$ cat src/rtl/uart_tx_arbiter_if.sv
// Requester and transmitter signals of the UART TX arbiter.
// master = arbiter side, slave = requesters/transmitter side.
interface uart_tx_arbiter_if #(
  parameter int NUM_REQ = 4
);
  localparam int ID_W = $clog2(NUM_REQ);

  logic [NUM_REQ-1:0]   req_valid;
  logic [8*NUM_REQ-1:0] req_data;
  logic [NUM_REQ-1:0]   req_ack;
  logic [7:0]           tx_data;
  logic                 tx_start;
  logic                 tx_busy;
  logic [ID_W-1:0]      grant_id;
  logic                 active;
  logic                 err_nobusy;

  modport master (
    input  req_valid, req_data, tx_busy,
    output req_ack, tx_data, tx_start, grant_id, active, err_nobusy
  );

  modport slave (
    output req_valid, req_data, tx_busy,
    input  req_ack, tx_data, tx_start, grant_id, active, err_nobusy
  );
endinterface

$ cat src/rtl/uart_tx_arbiter.sv
// Round-robin arbiter sharing one UART transmitter between NUM_REQ byte requesters,
// with bounded bursts per owner and a watchdog on the transmitter's busy response.
//
// state        | meaning
// -------------+-----------------------------------------------------------
// ST_IDLE      | no byte in flight; arbitrate when tx_busy is low
// ST_WAIT_BUSY | byte issued, waiting for tx_busy to rise (with timeout)
// ST_WAIT_DONE | frame in progress, waiting for tx_busy to fall
module uart_tx_arbiter #(
  parameter int NUM_REQ      = 4,
  parameter int MAX_BURST    = 4,
  parameter int BUSY_TIMEOUT = 8
) (
  input logic               clk,
  input logic               rst,
  uart_tx_arbiter_if.master bus
);
  localparam int ID_W  = $clog2(NUM_REQ);
  localparam int TMO_W = $clog2(BUSY_TIMEOUT);
  localparam int BST_W = (MAX_BURST > 1) ? $clog2(MAX_BURST) : 1;

  localparam logic [ID_W-1:0]  LAST_ID  = ID_W'(NUM_REQ - 1);
  localparam logic [TMO_W-1:0] TMO_LOAD = TMO_W'(BUSY_TIMEOUT - 1);
  localparam logic [BST_W-1:0] BST_LAST = BST_W'(MAX_BURST - 1);

  typedef enum logic [1:0] {
    ST_IDLE,
    ST_WAIT_BUSY,
    ST_WAIT_DONE
  } state_t;

  state_t             state_q, state_nx;
  logic [ID_W-1:0]    rr_ptr_q, rr_ptr_nx;
  logic [BST_W-1:0]   burst_q, burst_nx;
  logic               lock_q, lock_nx;
  logic [TMO_W-1:0]   tmo_q, tmo_nx;
  logic [7:0]         data_q, data_nx;
  logic [ID_W-1:0]    grant_q, grant_nx;
  logic               start_q, start_nx;
  logic [NUM_REQ-1:0] ack_q, ack_nx;
  logic               err_q, err_nx;
  logic [ID_W-1:0]    rr_win;
  logic [ID_W-1:0]    win;

  // First valid requester after rr_ptr, wrapping around.
  always_comb begin
    logic found;
    found  = 1'b0;
    rr_win = rr_ptr_q;
    for (int k = 1; k <= NUM_REQ; k++) begin
      if (!found && bus.req_valid[(int'(rr_ptr_q) + k) % NUM_REQ]) begin
        found  = 1'b1;
        rr_win = ID_W'((int'(rr_ptr_q) + k) % NUM_REQ);
      end
    end
  end

  always_comb begin
    state_nx  = state_q;
    rr_ptr_nx = rr_ptr_q;
    burst_nx  = burst_q;
    lock_nx   = lock_q;
    tmo_nx    = tmo_q;
    data_nx   = data_q;
    grant_nx  = grant_q;
    start_nx  = 1'b0;
    ack_nx    = '0;
    err_nx    = 1'b0;
    win       = grant_q;

    case (state_q)
      ST_IDLE: begin
        if (lock_q && !bus.req_valid[grant_q])
          lock_nx = 1'b0;
        if (!bus.tx_busy && |bus.req_valid) begin
          if (lock_q && bus.req_valid[grant_q]) begin
            win = grant_q;
          end else begin
            win       = rr_win;
            rr_ptr_nx = rr_win;
            burst_nx  = '0;
          end
          data_nx     = bus.req_data[8*int'(win) +: 8];
          grant_nx    = win;
          start_nx    = 1'b1;
          ack_nx[win] = 1'b1;
          tmo_nx      = TMO_LOAD;
          state_nx    = ST_WAIT_BUSY;
        end
      end

      ST_WAIT_BUSY: begin
        if (bus.tx_busy) begin
          state_nx = ST_WAIT_DONE;
        end else if (tmo_q == '0) begin
          // Byte is dropped, not retried: the requester has already been acked.
          err_nx   = 1'b1;
          lock_nx  = 1'b0;
          state_nx = ST_IDLE;
        end else begin
          tmo_nx = tmo_q - TMO_W'(1);
        end
      end

      ST_WAIT_DONE: begin
        if (!bus.tx_busy) begin
          state_nx = ST_IDLE;
          if (burst_q == BST_LAST) begin
            lock_nx = 1'b0;
          end else begin
            lock_nx  = 1'b1;
            burst_nx = burst_q + BST_W'(1);
          end
        end
      end

      default: state_nx = ST_IDLE;
    endcase
  end

  always_ff @(posedge clk or posedge rst) begin
    if (rst) begin
      state_q  <= ST_IDLE;
      rr_ptr_q <= LAST_ID;
      burst_q  <= '0;
      lock_q   <= 1'b0;
      tmo_q    <= '0;
      data_q   <= 8'h00;
      grant_q  <= '0;
      start_q  <= 1'b0;
      ack_q    <= '0;
      err_q    <= 1'b0;
    end else begin
      state_q  <= state_nx;
      rr_ptr_q <= rr_ptr_nx;
      burst_q  <= burst_nx;
      lock_q   <= lock_nx;
      tmo_q    <= tmo_nx;
      data_q   <= data_nx;
      grant_q  <= grant_nx;
      start_q  <= start_nx;
      ack_q    <= ack_nx;
      err_q    <= err_nx;
    end
  end

  assign bus.tx_data    = data_q;
  assign bus.tx_start   = start_q;
  assign bus.req_ack    = ack_q;
  assign bus.grant_id   = grant_q;
  assign bus.err_nobusy = err_q;
  assign bus.active     = (state_q != ST_IDLE);
endmodule
$ cat src/flat_wrapper.sv
// flat-port wrapper written by rule: the top's interface ports become plain ports
module uart_tx_arbiter_flat 
#(
  parameter int NUM_REQ      = 4,
  parameter int MAX_BURST    = 4,
  parameter int BUSY_TIMEOUT = 8
)
  (clk, rst, bus_req_valid, bus_req_data, bus_tx_busy, bus_req_ack, bus_tx_data, bus_tx_start, bus_grant_id, bus_active, bus_err_nobusy);
  uart_tx_arbiter_if #(.NUM_REQ(NUM_REQ)) bus_i ();
  input logic clk;
  input logic rst;
  input wire logic [$bits(bus_i.req_valid)-1:0] bus_req_valid;
  input wire logic [$bits(bus_i.req_data)-1:0] bus_req_data;
  input wire logic [$bits(bus_i.tx_busy)-1:0] bus_tx_busy;
  output wire logic [$bits(bus_i.req_ack)-1:0] bus_req_ack;
  output wire logic [$bits(bus_i.tx_data)-1:0] bus_tx_data;
  output wire logic [$bits(bus_i.tx_start)-1:0] bus_tx_start;
  output wire logic [$bits(bus_i.grant_id)-1:0] bus_grant_id;
  output wire logic [$bits(bus_i.active)-1:0] bus_active;
  output wire logic [$bits(bus_i.err_nobusy)-1:0] bus_err_nobusy;
  assign bus_i.req_valid = bus_req_valid;
  assign bus_i.req_data = bus_req_data;
  assign bus_i.tx_busy = bus_tx_busy;
  assign bus_req_ack = bus_i.req_ack;
  assign bus_tx_data = bus_i.tx_data;
  assign bus_tx_start = bus_i.tx_start;
  assign bus_grant_id = bus_i.grant_id;
  assign bus_active = bus_i.active;
  assign bus_err_nobusy = bus_i.err_nobusy;
  uart_tx_arbiter #(.NUM_REQ(NUM_REQ), .MAX_BURST(MAX_BURST), .BUSY_TIMEOUT(BUSY_TIMEOUT)) u_core (.clk(clk), .rst(rst), .bus(bus_i));
endmodule
$ cat config.mk
export PLATFORM = sky130hd
export DESIGN_NAME = uart_tx_arbiter_flat
export DESIGN_NICKNAME = d
export VERILOG_FILES = /design/src/rtl/uart_tx_arbiter_if.sv /design/src/rtl/uart_tx_arbiter.sv /design/src/flat_wrapper.sv
export SDC_FILE = /design/constraint.sdc
export NUM_CORES = 1
export LEC_CHECK = 0
export ABC_AREA = 1
export CORE_ASPECT_RATIO = 0.7
export CORE_MARGIN = 4
export CORE_UTILIZATION = 42
export CTS_CLUSTER_SIZE = 8
export DETAILED_ROUTE_END_ITERATION = 8
export GPL_TIMING_DRIVEN = 0
export HOLD_SLACK_MARGIN = 0.05
export PLACE_DENSITY = 0.84
export SLEW_MARGIN = 20
export SYNTH_ARGS = -nofsm -noshare
export SYNTH_HDL_FRONTEND = slang
export SYNTH_SLANG_ARGS = --single-unit
$ cat constraint.sdc
create_clock -name clk -period 1.9 [get_ports clk]
set_clock_uncertainty 0.15 [all_clocks]
set_input_delay 0.19 -clock clk [delete_from_list [all_inputs] [get_ports clk]]
set_output_delay 0.19 -clock clk [all_outputs]
set_load 0.03 [all_outputs]
==> impl_metrics.csv <==
group,metric,value,unit
run_status,status,"complete, but fails checks",
run_status,violations,"setup timing",
floorplan,rows,19,
setup_path,end_kind,"flip-flop",
synthesis,synth-seq-cells,26,
routing,drt_first_iter_violations,207,
routing,wl_per_cell,17.4,um
clocking,cts_tree,"built",
placed_design,finalWeightedCongestion,0.808,
clocking,cts-root-buf,"clkbuf_8",
cells_and_area,fill_cells,284,
synthesis,synth.top_cell.area_share,33.9,%
floorplan,io_pins,56,
sta,hold_viol_final,0,
routing,avgViaCountPerCell,5.78,
placed_design,portBuffers,55,
synthesis,ys_types,26,
setup_path,path_class,"flip-flop to flip-flop",
setup_path,crit_buf_inv,3,
synthesis,synth_area_leader_cell,"dfrtp_1",
clocking,htree_num_levels,1,
synthesis,avgSynthCellArea,7.32,sq um
floorplan,initial_core_util,44.4,%
worst_hold_path,hold_class,"primary input to asynchronous set/reset pin",
placed_design,place_hpwl,3.71,mm
synthesis,synth_compound_gate_area_share,5.72,%
sta,period_minus_slack,2.26,ns
synthesis,synth.net_count,284,
synthesis,synth-simple-area-share,47.0,%
sta,worst_pin_slew,0.944,ns
synthesis,syn_inst,242,
sta,drv_slew,0,
placed_design,dpl.cell_count,349,
setup_path,cp_slowest_cell,"dfstp_2",
global_route,grt_antenna_before_repair,0,
synthesis,synth_ff_type,"dfrtp_1",
synthesis,ys_async_sr_fraction,100,%
routing,route.detailed.drc,0,
clocking,cts_buffers,3,
setup_path,start_kind,"flip-flop",
sta,setup_viol,16,
setup_path,slowest_delay,0.57,ns
synthesis,muxShareOfSynthArea,0,%
synthesis,synth_common_cells,"61 x nand3_1, 53 x nand2_1, 24 x dfrtp_1, 23 x nand2_2, 17 x inv_1",
setup_path,worstPathArrival,2.27,ns
routing,vias,2150,
synthesis,synth_fa_ha_area_share,2.12,%
sta,layout_setup_ws,-0.356,ns
setup_path,path_delay_family,"simple AND/OR/NAND/NOR gates",
synthesis,yosysSeqAreaShare,36.9,%
routing,drt-total-wl,6.47,mm
clocking,cts_sinks,26,
synthesis,synth_xor_xnor_area_share,0,%
cells_and_area,syn2layout_area_growth,63.2,%
sta,fmax,443,MHz
sta,grt_setup_unrepaired,"yes",
cells_and_area,diodes,0,
global_route,grtUsageTotal,21.2,%
cells_and_area,final_cells,372,
synthesis,yosys-top-cells-area,"dfrtp_1 34%, nand3_1 17%, nand2_1 11%, nand2_2 8.1%, inv_1 3.6%",
floorplan,die_h,62.3,um
clocking,max-clock-path-buffers,2,
floorplan,dieArea,5340,sq um
sta,max_slew_margin,36.7,%
routing,ant_nets,0,
synthesis,synth.cell_area,1770,sq um
global_route,grt-ovfl-total,0,
floorplan,die_x,85.6,um
synthesis,yosysMostFrequentCell,"nand3_1",
floorplan,core,3990,sq um
global_route,grt_max_degree,27,
setup_path,worstPathCellList,"inv_2 -> buf_6 -> nand2_1 -> nand3_2 -> nand2_4 -> nand2_4 -> nand2_2 -> nand2_2 -> nand3_4 -> nand2_4 -> buf_4 -> nand2_1 -> nand3_1 -> nand3_1 -> nand2_1",
run,maxCapViolCount,0,
setup_path,critPathRequiredTime,1.92,ns
global_route,grt_pass1_wl,9.21,mm
clocking,clk_latency,0.28,ns
routing,dr.pass1.iters,4,
synthesis,synth_edf_count,0,
synthesis,yosysWarnings,0,
clocking,clk_pin_slew,0.10,ns
cells_and_area,fin_nets,363,
sta,fin_crit_sh,119,%
setup_path,crit_fanout,6,
global_route,grt_pass1_vias,1965,
cells_and_area,drive_gt1_share,30.6,%
synthesis,synth_top_family_by_area,"simple AND/OR/NAND/NOR gates",
cells by family after synthesis:
logic type	count (synthesis)
AND/OR/NAND/NOR	166
AO/OA/AOI/OAI	19
buffers and inverters	28
adder cells (fa/ha/maj)	3
flip-flops	26
metrics by stage:
| step | hold slack (ns) | setup TNS, ns | setup slack (ns) | util [%] | area [sq um] |
|---|---|---|---|---|---|
| after floorplan | 0.0785 | -0.0957 | -0.0120 | - | 1770 |
| after global placement | 0.313 | -4.18 | -0.353 | 59.8 | 2390 |
| after detailed placement | 0.315 | -4.49 | -0.375 | 59.8 | 2390 |
| after CTS | 0.324 | -1.82 | -0.174 | 66.2 | 2640 |
| after global routing | 0.231 | -5.47 | -0.445 | 72.4 | 2890 |
| final | 0.154 | -3.94 | -0.356 | 72.4 | 2890 |
timing repair:
item / in CTS / in global routing
hold buffers: 0 / 0
pin swaps: 15 / 18
cloned: 2 / 3
resized for setup: 23 / 32
setup buffers: 7 / 7
endpoints found under the setup margin: 15 / 18
flip-flops by register name, summed over array words and instances, names as in the netlist, 2 cells and up:
| signal | cells |
|---|---|
| u_core.tmo_q | 3 |
| u_core.rr_ptr_q | 2 |
| u_core.bus.tx_data | 8 |
| u_core.bus.req_ack | 4 |
| u_core.burst_q | 2 |
| u_core.state_q | 2 |
| u_core.bus.grant_id | 2 |
cell usage in the layout, fill, tap and decap left out, types with 3 or more instances in the layout:
cell type / n
o22ai_1: 3
clkbuf_8: 3
nand2_4: 21
dfrtp_1: 23
inv_1: 16
o21ai_0: 6
nand2_1: 46
buf_6: 3
nand3_2: 19
nand3_1: 42
inv_2: 3
nor2_1: 13
nand2_2: 15
buf_2: 3
nand3_4: 4
ha_1: 3
clkdlybuf4s50_1: 54
buf_4: 12
a21oi_1: 6
layout make-up:
type	count	area [sq um]	area share (%)
Multi-Input combinational cell	190	1220	42.3
Timing Repair Buffer	72	726	25.1
Sequential cell	26	654	22.6
Inverter	21	81.3	2.81
Buffer	7	71.3	2.47
Tap cell	52	65.1	2.25
Clock buffer	3	41.3	1.43
Clock inverter	1	30.0	1.04
routing by layer:
layer	routed length, um	vias to the layer above	GRT usage [%]	part of all wire [%]
met3	668	37	6.74	10
li1	-	966	-	-
met4	267	0	6.13	4.1
met1	2520	1000	27.5	39
met2	3010	147	33.9	47
met5	0	-	0	0
path summary, 6_finish.rpt:
path | cells past startpoint | endpoint | start | slack (ns)
setup / recovery | 15 | u_core.bus.tx_data[5] | u_core.rr_ptr_q[0] | -0.36
hold / removal | 2 | u_core.bus.tx_start | rst | 0.15
setup reg to reg | 15 | u_core.bus.tx_data[5] | u_core.rr_ptr_q[0] | -0.36
hold reg to reg | 2 | u_core.bus.tx_data[4] | u_core.bus.tx_data[4] | 0.33
max in group asynchronous | 2 | u_core.bus.grant_id[0] | rst | 0.96
min in group clk | 2 | u_core.bus.tx_data[4] | u_core.bus.tx_data[4] | 0.33
Power is left out: the tool's default activity adds up to more than one toggle a clock period on the data nets, which glitch-free logic cannot reach.
==> RTL edit, RTL diff (same flow settings) <==
`BUSY_TIMEOUT` is set to 8 in 2 places; all go to 4.
--- a/src/rtl/uart_tx_arbiter.sv
+++ b/src/rtl/uart_tx_arbiter.sv
@@ -9,7 +9,7 @@
 module uart_tx_arbiter #(
   parameter int NUM_REQ      = 4,
   parameter int MAX_BURST    = 4,
-  parameter int BUSY_TIMEOUT = 8
+  parameter int BUSY_TIMEOUT = 4
 ) (
   input logic               clk,
   input logic               rst,
--- a/src/flat_wrapper.sv
+++ b/src/flat_wrapper.sv
@@ -3,7 +3,7 @@
 #(
   parameter int NUM_REQ      = 4,
   parameter int MAX_BURST    = 4,
-  parameter int BUSY_TIMEOUT = 8
+  parameter int BUSY_TIMEOUT = 4
 )
   (clk, rst, bus_req_valid, bus_req_data, bus_tx_busy, bus_req_ack, bus_tx_data, bus_tx_start, bus_grant_id, bus_active, bus_err_nobusy);
   uart_tx_arbiter_if #(.NUM_REQ(NUM_REQ)) bus_i ();
Check against the original RTL: not settled (the Yosys comparison gave no result); the edit may change what the design does.
==> RTL edit against the original RTL <==
- the run still ends with setup timing left
- cell area decreased by 3.6%
- wire length decreased by 15%
- synthesized area decreased by 4.1%
- sequential cell count decreased by 1
- global-route usage decreased by 0.34 points
- setup slack improved by 0.13 ns
- critical path type unchanged
- largest cell class unchanged
==> RTL edit: results (changes against the original RTL) <==
STA
  – Final Setup Violations: 17 (+1)
  – Measured slew at the worst slew-check pin: 0.953 ns (+0.00897 ns)
  – Setup WS post-layout: -0.229 ns (+0.127 ns)

Yosys
  – Synth Warn #: 0 (unchanged)
  – Sequential element share of the synthesized area: 0.370 (+0.00102)
  – Syn_nets: 286 (+0.70%)
  – Async set or reset register ratio after synthesis: 1.00 (unchanged)
  – Post-synth top cells: nand2_1, nand3_1, inv_1
  – Post-synth top flop: dfrtp_1
  – Mean cell area of the mapped netlist: 6.94 sq um (-5.3%)
  – Unique masters post-synth: 28 (+7.7%)
  – Synth top area cells: dfrtp_1, nand2_1, nand3_1

Clock network
  – Buffer levels on the longest clock path: 2 (unchanged)
  – Worst skew pair latency: 0.27 ns
  – H-tree levels: 1 (unchanged)
  – Count of hold-fix buffers inserted at cts: 0 (unchanged)
  – Root buf cell: clkbuf_8
  – Cts bufs inserted: 3 (unchanged)
  – Clock Pin Slew Worst Setup and Hold Paths: 0.09 ns

Critical path
  – Critical path class: register to register
  – CP delay by family, top: simple AND/OR/NAND/NOR gates
  – CP Launch Point: u_core.rr_ptr_q[0]
  – R2R Path End: u_core.bus.req_ack[0]
  – CP max FO: 7 (+1)
  – CP max stage cell: dfstp_2
  – Crit-path max cell delay: 0.57 ns (about the same)
  – R2R cell count: 14 (-1)
  – CP arrival: 2.17 ns (-0.10 ns)

Placed design
  – Placed Cells: 352 (+0.86%)
  – Placed instance area: 2310 sq um (-3.1%)
  – Port Buffers: 55 (unchanged)
  – Post-DP HPWL: 3490 um (-5.9%)
  – Dpl ws: -0.273 ns (+0.102 ns)
  – Placer Congestion: 0.829 (+2.5%)

GRT
  – GRT Total Usage: 0.209 (-0.00335)
  – Largest net degree at the start of global routing: 26 (-3.7%)
  – First-pass GRT wire length: 8420 um (-8.6%)
  – Vias in the first global route: 1721 (-12%)
  – Initial antenna violation count: 0 (unchanged)

Routing
  – DRT Wirelength: 5520 um (-15%)
  – Drt first pass iters: 4 (unchanged)
  – DR vias: 1880 (-13%)
  – DRT iter0 DRCs: 152 (-27%)

Hold path
  – Hold WC Path Type: primary input to async pin

Final layout
  – # diodes: 0 (unchanged)
  – Final std cells w/o fill: 372 (unchanged)
  – Max reg flops: 8 (unchanged)
  – Nets: 362 (-0.28%)
  – Share of cells above drive strength 1: 0.294 (-0.0125)
  – Number of fill cells: 308 (+8.5%)

Power
  – Leakage: 0.00141 uW
  – VDD IR max: 1.01 mV
  – NetSw: 3300 uW

Outcome
  – Outcome: complete, but fails checks
  – Failing checks: setup timing
-- RTL edit: logic make-up after synthesis --
group | after synthesis | synth area share
flip-flops | 25 | 0.370
AND/OR/NAND/NOR | 161 | 0.457
AO/OA/AOI/OAI | 16 | 0.0545
buffers and inverters | 41 | 0.104
adder cells (fa/ha/maj) | 2 | 0.0147
-- RTL edit: how the worst min path moves through the flow --
| stage | from | endpoint | slack, ns | cells after the start |
|---|---|---|---|---|
| finish | rst | u_core.bus.req_ack[1] | 0.28 | 2 |
| floorplan | rst | u_core.burst_q[0] | 0.07 | 1 |
| global placement | u_core.bus.tx_data[7] | u_core.bus.tx_data[7] | 0.31 | 2 |
| global route | rst | u_core.bus.req_ack[1] | 0.35 | 2 |
| detailed placement | u_core.bus.tx_data[7] | u_core.bus.tx_data[7] | 0.32 | 2 |
| CTS | rst | u_core.bus.req_ack[1] | 0.32 | 2 |
-- RTL edit: metrics by stage --
step / TNS, ns / utilization / hold slack [ns]
3_5_place_dp: -4.11 / 0.594 / 0.315
3_3_place_gp: -3.59 / 0.594 / 0.313
5_1_grt: -4.24 / 0.715 / 0.353
6_report: -2.40 / 0.715 / 0.279
4_1_cts: -1.21 / 0.668 / 0.322
2_1_floorplan: 0 / - / 0.0658
-- RTL edit: routing by layer --
| metal | vias to the layer above | wire length (um) | GRT usage |
|---|---|---|---|
| met5 | - | 0 | 0 |
| li1 | 935 | - | - |
| met1 | 849 | 2340 | 0.291 |
| met2 | 92 | 2680 | 0.339 |
| met4 | 0 | 27 | 0.0367 |
| met3 | 4 | 478 | 0.0521 |
-- RTL edit: timing repair --
item	CTS	global route
setup endpoints to repair	13	20
setup buffers	4	5
resized for setup	33	38
pin swaps	6	19
gates cloned	7	0
-- RTL edit: layout make-up --
class	instances	area (sq um)	area share
buffer	3	30.0	0.0108
clock buffer	3	41.3	0.0148
clock inverter	1	7.51	0.00269
inverter	38	155	0.0557
multi-input combinational	185	1210	0.434
sequential	25	628	0.225
tap	52	65.1	0.0233
timing repair buffer	65	652	0.234
-- RTL edit: power groups by stage --
stage	sequential, uW	combinational, uW	clock (uW)
after floorplan	1230	2040	0
after global placement	956	3140	0
after detailed placement	958	3250	0
after CTS	962	4000	334
after global routing	994	5040	360
final	964	4670	331
-- RTL edit: worst register-to-register path, delay by kind of cell (launching register included) --
family	cells	cell delay, ns
AND/OR/NAND/NOR	10	0.92
buffers and inverters	4	0.41
flip-flops	1	0.57
